### src/rtl/uart_pkg.sv
// -----------------------------------------------------------------------------
// uart_pkg
// Shared definitions for the UART transmitter and receiver.
//   tx_state_t      : transmitter FSM states (3-bit encoding)
//   LINE_IDLE       : level of the serial line between frames
//   clocks_per_bit(): system clocks per bit period (integer division)
// -----------------------------------------------------------------------------
package uart_pkg;

    typedef enum logic [2:0] {
        IDLE   = 3'd0,
        LOAD   = 3'd1,
        START  = 3'd2,
        DATA   = 3'd3,
        PARITY = 3'd4,
        STOP   = 3'd5
    } tx_state_t;

    localparam logic LINE_IDLE = 1'b1;

    function automatic int unsigned clocks_per_bit(input int unsigned clock_frequency,
                                                   input int unsigned baud_rate);
        return clock_frequency / baud_rate;
    endfunction

endpackage

### src/rtl/uart_baud_counter.sv
// -----------------------------------------------------------------------------
// uart_baud_counter
// Bit-period timer shared by the UART transmitter and receiver. While en is
// high it counts 0..CLOCKS_PER_BIT-1 and wraps; the wrap cycle is flagged on
// wrap. Dropping en clears the count so the next bit period starts at 0.
// Ports:
//   clk   in  system clock
//   rst   in  asynchronous active-low reset
//   en    in  count enable
//   wrap  out high for the last cycle of each bit period (combinational)
// -----------------------------------------------------------------------------
module uart_baud_counter #(
    parameter int unsigned CLOCKS_PER_BIT = 10
) (
    input  logic clk,
    input  logic rst,
    input  logic en,
    output logic wrap
);

    localparam logic [31:0] LAST_COUNT = 32'(CLOCKS_PER_BIT - 1);

    logic [31:0] count;

    // NOTE: sequential state is updated with non-blocking assignments only, so
    // every flop samples pre-edge values regardless of process ordering.
    always_ff @(posedge clk or negedge rst) begin
        if (!rst) begin
            count <= '0;
        end else if (!en || count == LAST_COUNT) begin
            count <= '0;
        end else begin
            count <= count + 32'd1;
        end
    end

    assign wrap = en && (count == LAST_COUNT);

endmodule

### src/rtl/uart_transmitter.sv
// -----------------------------------------------------------------------------
// uart_transmitter
// Pulls words from a TX FIFO and serialises them onto the UART line:
// start bit (0), WORD_WIDTH data bits LSB first, optional even parity bit,
// STOP_BITS stop bits (1). The line idles high.
// Optional feature: define UART_TX_PARITY_EN to insert the even parity bit.
// Ports:
//   clk    in  system clock
//   rst    in  asynchronous active-low reset
//   din    in  FIFO read data, valid the cycle after re
//   empty  in  FIFO empty flag
//   re     out FIFO read enable, single-cycle pulse issued from IDLE
//   dout   out serial TX line (flop output)
//   busy   out high whenever the FSM is not in IDLE
// -----------------------------------------------------------------------------
module uart_transmitter
    import uart_pkg::*;
#(
    parameter int unsigned CLOCK_FREQUENCY = 32'd100_000_000,
    parameter int unsigned BAUD_RATE       = 32'd115200,
    parameter int unsigned WORD_WIDTH      = 32'd8,
    parameter int unsigned STOP_BITS       = 32'd1
) (
    input  logic                  clk,
    input  logic                  rst,
    input  logic [WORD_WIDTH-1:0] din,
    input  logic                  empty,
    output logic                  re,
    output logic                  dout,
    output logic                  busy
);

    localparam int unsigned CLOCKS_PER_BIT = clocks_per_bit(CLOCK_FREQUENCY, BAUD_RATE);

    if (CLOCKS_PER_BIT < 2) begin : g_bad_clocks_per_bit
        $error("uart_transmitter: CLOCKS_PER_BIT must be at least 2");
    end
    if (STOP_BITS != 1 && STOP_BITS != 2) begin : g_bad_stop_bits
        $error("uart_transmitter: STOP_BITS must be 1 or 2");
    end

    tx_state_t             state, state_next;
    logic [WORD_WIDTH-1:0] shift, shift_next;
    logic [WORD_WIDTH:0]   shift_ext;
    logic [31:0]           bit_cnt, bit_cnt_next;
    logic                  dout_next;
    logic                  count_en;
    logic                  bit_end;
`ifdef UART_TX_PARITY_EN
    logic                  parity, parity_next;
`endif

    assign count_en = state inside {START, DATA, PARITY, STOP};
    assign busy     = (state != IDLE);

    uart_baud_counter #(
        .CLOCKS_PER_BIT(CLOCKS_PER_BIT)
    ) u_baud_counter (
        .clk  (clk),
        .rst  (rst),
        .en   (count_en),
        .wrap (bit_end)
    );

    // NOTE: every signal written here gets a default first, so no path through
    // the case statement can leave one unassigned and infer a latch.
    always_comb begin
        state_next   = state;
        shift_next   = shift;
        bit_cnt_next = bit_cnt;
        dout_next    = dout;
        re           = 1'b0;
`ifdef UART_TX_PARITY_EN
        parity_next  = parity;
`endif
        // Idle-filled view of the shift register; bit 1 is the next data bit.
        shift_ext    = {LINE_IDLE, shift};

        case (state)
            IDLE: begin
                dout_next    = LINE_IDLE;
                bit_cnt_next = '0;
                if (!empty) begin
                    // Gated by rst so no word is popped while held in reset.
                    re         = rst;
                    state_next = LOAD;
                end
            end
            LOAD: begin
                shift_next   = din;
                bit_cnt_next = '0;
                dout_next    = 1'b0;
`ifdef UART_TX_PARITY_EN
                parity_next  = ^din;
`endif
                state_next   = START;
            end
            START: begin
                if (bit_end) begin
                    dout_next  = shift[0];
                    state_next = DATA;
                end
            end
            DATA: begin
                if (bit_end) begin
                    shift_next = shift_ext[WORD_WIDTH:1];
                    if (bit_cnt == WORD_WIDTH - 1) begin
                        bit_cnt_next = '0;
`ifdef UART_TX_PARITY_EN
                        dout_next    = parity;
                        state_next   = PARITY;
`else
                        dout_next    = LINE_IDLE;
                        state_next   = STOP;
`endif
                    end else begin
                        bit_cnt_next = bit_cnt + 32'd1;
                        dout_next    = shift_ext[1];
                    end
                end
            end
`ifdef UART_TX_PARITY_EN
            PARITY: begin
                if (bit_end) begin
                    dout_next  = LINE_IDLE;
                    state_next = STOP;
                end
            end
`endif
            STOP: begin
                dout_next = LINE_IDLE;
                if (bit_end) begin
                    if (bit_cnt == STOP_BITS - 1) begin
                        bit_cnt_next = '0;
                        state_next   = IDLE;
                    end else begin
                        bit_cnt_next = bit_cnt + 32'd1;
                    end
                end
            end
            default: begin
                dout_next  = LINE_IDLE;
                state_next = IDLE;
            end
        endcase
    end

    // NOTE: the shift register is a plain flop bank, not a RAM, so giving it
    // an async reset value costs nothing and keeps the idle line defined.
    always_ff @(posedge clk or negedge rst) begin
        if (!rst) begin
            state   <= IDLE;
            shift   <= '1;
            bit_cnt <= '0;
            dout    <= LINE_IDLE;
`ifdef UART_TX_PARITY_EN
            parity  <= 1'b0;
`endif
        end else begin
            state   <= state_next;
            shift   <= shift_next;
            bit_cnt <= bit_cnt_next;
            dout    <= dout_next;
`ifdef UART_TX_PARITY_EN
            parity  <= parity_next;
`endif
        end
    end

endmodule

### config.mk
export PLATFORM = sky130hd
export DESIGN_NAME = uart_transmitter
export DESIGN_NICKNAME = d
export VERILOG_FILES = /design/src/rtl/uart_pkg.sv /design/src/rtl/uart_baud_counter.sv /design/src/rtl/uart_transmitter.sv
export SDC_FILE = /design/constraint.sdc
export NUM_CORES = 1
export LEC_CHECK = 0
export BUFFER_PORTS_ARGS = -buffer_cell sky130_fd_sc_hd__buf_4
export CORE_MARGIN = 5
export CORE_UTILIZATION = 50
export CTS_CLUSTER_DIAMETER = 60
export CTS_CLUSTER_SIZE = 20
export DETAILED_ROUTE_END_ITERATION = 8
export PLACE_DENSITY_LB_ADDON = 0.2
export SYNTH_ARGS = -nofsm -noshare
export SYNTH_HDL_FRONTEND = slang
export SYNTH_SLANG_ARGS = --single-unit
### constraint.sdc
create_clock -name clk -period 2.6 [get_ports clk]
set_input_delay 0.52 -clock clk [delete_from_list [all_inputs] [get_ports clk]]
set_output_delay 0.52 -clock clk [all_outputs]
set_load 0.01 [all_outputs]
==> key figures <==
Synthesis
  – Syn Nets: around 500
  – Top_reg_cell synth: dfrtp_1
  – Number of synthesized flops with an enable pin: 0
  – Cell taking the most area after synthesis: dfrtp_1
  – Synth Area per Inst: 8.95 um^2
  – Seq/Total Area, Yosys: 0.449
  – Most frequent cell after synthesis: dfrtp_1
  – Synth warn: 0
  – Synth Instances: 476
  – Area share of the largest cell type after synthesis: 0.394
  – Area contributors post-synth: dfrtp_1 (39%), dfstp_2 (5.6%), o21ai_0 (5.5%), nand2_1 (3.8%), nor2_1 (3.8%)
  – Synth cell count leaders: dfrtp_1 (67), o21ai_0 (47), nand2_1 (43), nor2_1 (43), a21oi_1 (31)
  – Syn Std Cell Area: roughly 4300 um^2
  – Number of synthesized register bits: 76
  – Number of distinct library cells after synthesis: 50
  – Async S/R FF share, synth: 1.00

Drt
  – Antenna violation net count after detailed routing: 0
  – DRT iter0 DRCs: 166
  – Drt wl/cell: approximately 15 um
  – Vias: 3527
  – Final wirelength: 9340 um
  – Via density per instance: 5.84
  – Drt pass-1 iters: 5
  – Post-route DRC: 0

Layout
  – Diode count: 0
  – Area Overhead vs Synth: 11.2%
  – Fin util: 0.573
  – Filler cell count: about 760
  – Layout cell share with drive strength beyond 1: 0.136
  – Finished Layout Cells: 604
  – Nets: 510

Critical path
  – Slowest stage delay, CP: 0.57 ns
  – R2R cell count: 7
  – CP cell instances: or4_4 > nor4_4 > nand3_2 > mux2_4 > buf_4 > o21ai_0 > o31ai_1
  – Number of buffers and inverters on the critical path: 1
  – Cell family with most CP delay: simple AND/OR/NAND/NOR gates
  – Critical-path maximum fanout: 26
  – WP data required: 2.83 ns
  – Reg2reg start: u_baud_counter.count[22]$_DFF_PN0_
  – Slowest CP cell: or4_4
  – Worst setup path category: reg2reg
  – Critical Path Start Type: register
  – Worst reg2reg setup slack: between 0.15 and 0.2 ns
  – Arrival time worst endpoint: 2.68 ns
  – Crit path capture type: register
  – Critical R2R Capture: bit_cnt[22]$_DFFE_PN0P_

Outcome
  – Status: finished clean

Timing
  – Worst slew pin tran: between 0.6 and 0.7 ns
  – Minimum clock period: 2.45 ns
  – Fin. Hold Viols: 0
  – Setup_tns: 0 ns
  – Final Max Tran Viols: 0
  – RSZ-0062 raised after global routing: false
  – Clk_skew: 0.0134 ns
  – Endpoints failing setup: 0
  – Rel. slew slack: 0.559
  – Max Clk Rate: between 400 and 500 MHz
  – Final period util: 0.941

Clock tree
  – CTS tree: built
  – Post-CTS Resized: 0
  – TritonCTS buffer count: 9
  – Clock net sink count: 76
  – CTS clk-pin slew, worst paths: 0.08 ns
  – Setup Buffers After CTS: 0
  – Skew-Pair Late Insertion Delay: 0.35 ns
  – H-tree level count: 3
  – Clock buffer depth: 2
  – CTS Hold Bufs: 0
  – Clock root buffer: clkbuf_8

Placement
  – Final GP Congestion: 0.877
  – Post-DP HPWL: 6460 um
  – Placed Instances: approximately 590
  – Number of port buffers: 13

GRT
  – Antenna violations before repair: 0
  – GRT Overall Usage: 0.196
  – First-pass GRT wire length: between 15000 and 20000 um
  – Pin count of the biggest net entering global routing: 34
  – Vias in the first global route: 3587
  – Total grt overflow: 0

Floorplan
  – Starting density of the core: 0.516
  – Core box area: around 8300 um^2
  – Die X: 102 um
  – DIE HEIGHT: 102 um
  – Row count: 33
  – Die Area: 10500 um^2
  – Io pins: 14

Job
  – Maxcap violations: 0

Hold path
  – HP Class: in2async

Pwr
  – Sequential Power Share: 0.536
  – Leak Pwr: around 2.1 nW
  – Sw Share: 0.216
  – Worst vdd ir: approximately 0.50 mV
  – Internal: 1.75 mW
  – Power density over cell area: around 470 nW/um^2
  – Power share of the combinational group: 0.021
  – Sw Pwr: 0.482 mW
  – Total chip power: 2.23 mW
  – Clock Power Share: 0.443
sequential cells by signal, indices dropped and copies added, names as in the netlist:
| register | count |
|---|---|
| dout | 1 |
| u_baud_counter.count | 32 |
| shift | 8 |
| state | 3 |
| bit_cnt | 32 |
how the worst max path moves through the flow:
stage	from	end	cells past startpoint
after global placement	u_baud_counter.count[22]$_DFF_PN0_	bit_cnt[21]$_DFFE_PN0P_	7
final	u_baud_counter.count[22]$_DFF_PN0_	bit_cnt[22]$_DFFE_PN0P_	7
after CTS	u_baud_counter.count[22]$_DFF_PN0_	bit_cnt[22]$_DFFE_PN0P_	7
after detailed placement	u_baud_counter.count[22]$_DFF_PN0_	bit_cnt[22]$_DFFE_PN0P_	7
after floorplan	bit_cnt[0]$_DFFE_PN0P_	bit_cnt[30]$_DFFE_PN0P_	8
after global routing	u_baud_counter.count[22]$_DFF_PN0_	bit_cnt[22]$_DFFE_PN0P_	7
cell usage in the layout, fill, tap and decap left out, types with 4 or more instances in the layout:
cell,instances
clkbuf_8,9
nand2_1,43
dfrtp_1,67
a21oi_1,31
mux2i_1,13
buf_4,27
nor3_1,15
and2_1,5
xnor2_1,15
or4_1,4
a22oi_1,4
nand3_1,28
and3_1,14
xor2_1,14
ha_1,5
and4_1,5
or3_1,7
nand4_1,16
nor4_1,9
dfstp_2,9
o21ai_0,47
inv_1,17
nor2_1,43
nand3b_1,4
cell families (layout without fill, tap and decap cells):
kind of cell / after synthesis / in the layout / share of synthesized area
AO/OA/AOI/OAI: 102 / 102 / 0.138
XOR/XNOR: 29 / 29 / 0.0597
adder cells (fa/ha/maj): 5 / 5 / 0.0147
buffers and inverters: 38 / 61 / 0.0379
flip-flops: 76 / 76 / 0.449
multiplexers: 14 / 14 / 0.0332
AND/OR/NAND/NOR: 212 / 212 / 0.267
power groups by stage:
stage / Combinational (mW) / Sequential (mW) / Clock [mW]
after floorplan: 0.00869 / 1.22 / 0
final: 0.0466 / 1.20 / 0.990
after global routing: 0.0561 / 1.20 / 1.07
after CTS: 0.0499 / 1.20 / 1.01
after detailed placement: 0.0497 / 1.22 / 0
after global placement: 0.0482 / 1.22 / 0
per-layer routing:
layer,routed length [um],share of wire,global-route usage
met1,4250,0.46,0.256
met4,117,0.013,0.0656
met3,371,0.040,0.0478
met2,4600,0.49,0.319
met5,0,0,0
layout make-up:
cell class | instances | area (um^2) | area share
tap | 105 | 131 | 0.0277
timing repair buffer | 28 | 223 | 0.0470
clock buffer | 10 | 128 | 0.0270
inverter | 17 | 63.8 | 0.0135
multi-input combinational | 362 | 2190 | 0.462
clock inverter | 6 | 88.8 | 0.0188
sequential | 76 | 1910 | 0.404
through the flow:
stage / area [um^2] / worst slack (ns) / hold slack [ns]
2_1_floorplan: 4260 / 0.313 / 0.224
3_3_place_gp: 4510 / 0.119 / 0.424
3_5_place_dp: 4510 / 0.0316 / 0.420
4_1_cts: 4730 / 0.0314 / 0.0314
5_1_grt: 4730 / 0.0126 / 0.0284
6_report: 4730 / 0.153 / 0.0372
Power figures use the tool's default switching activity.
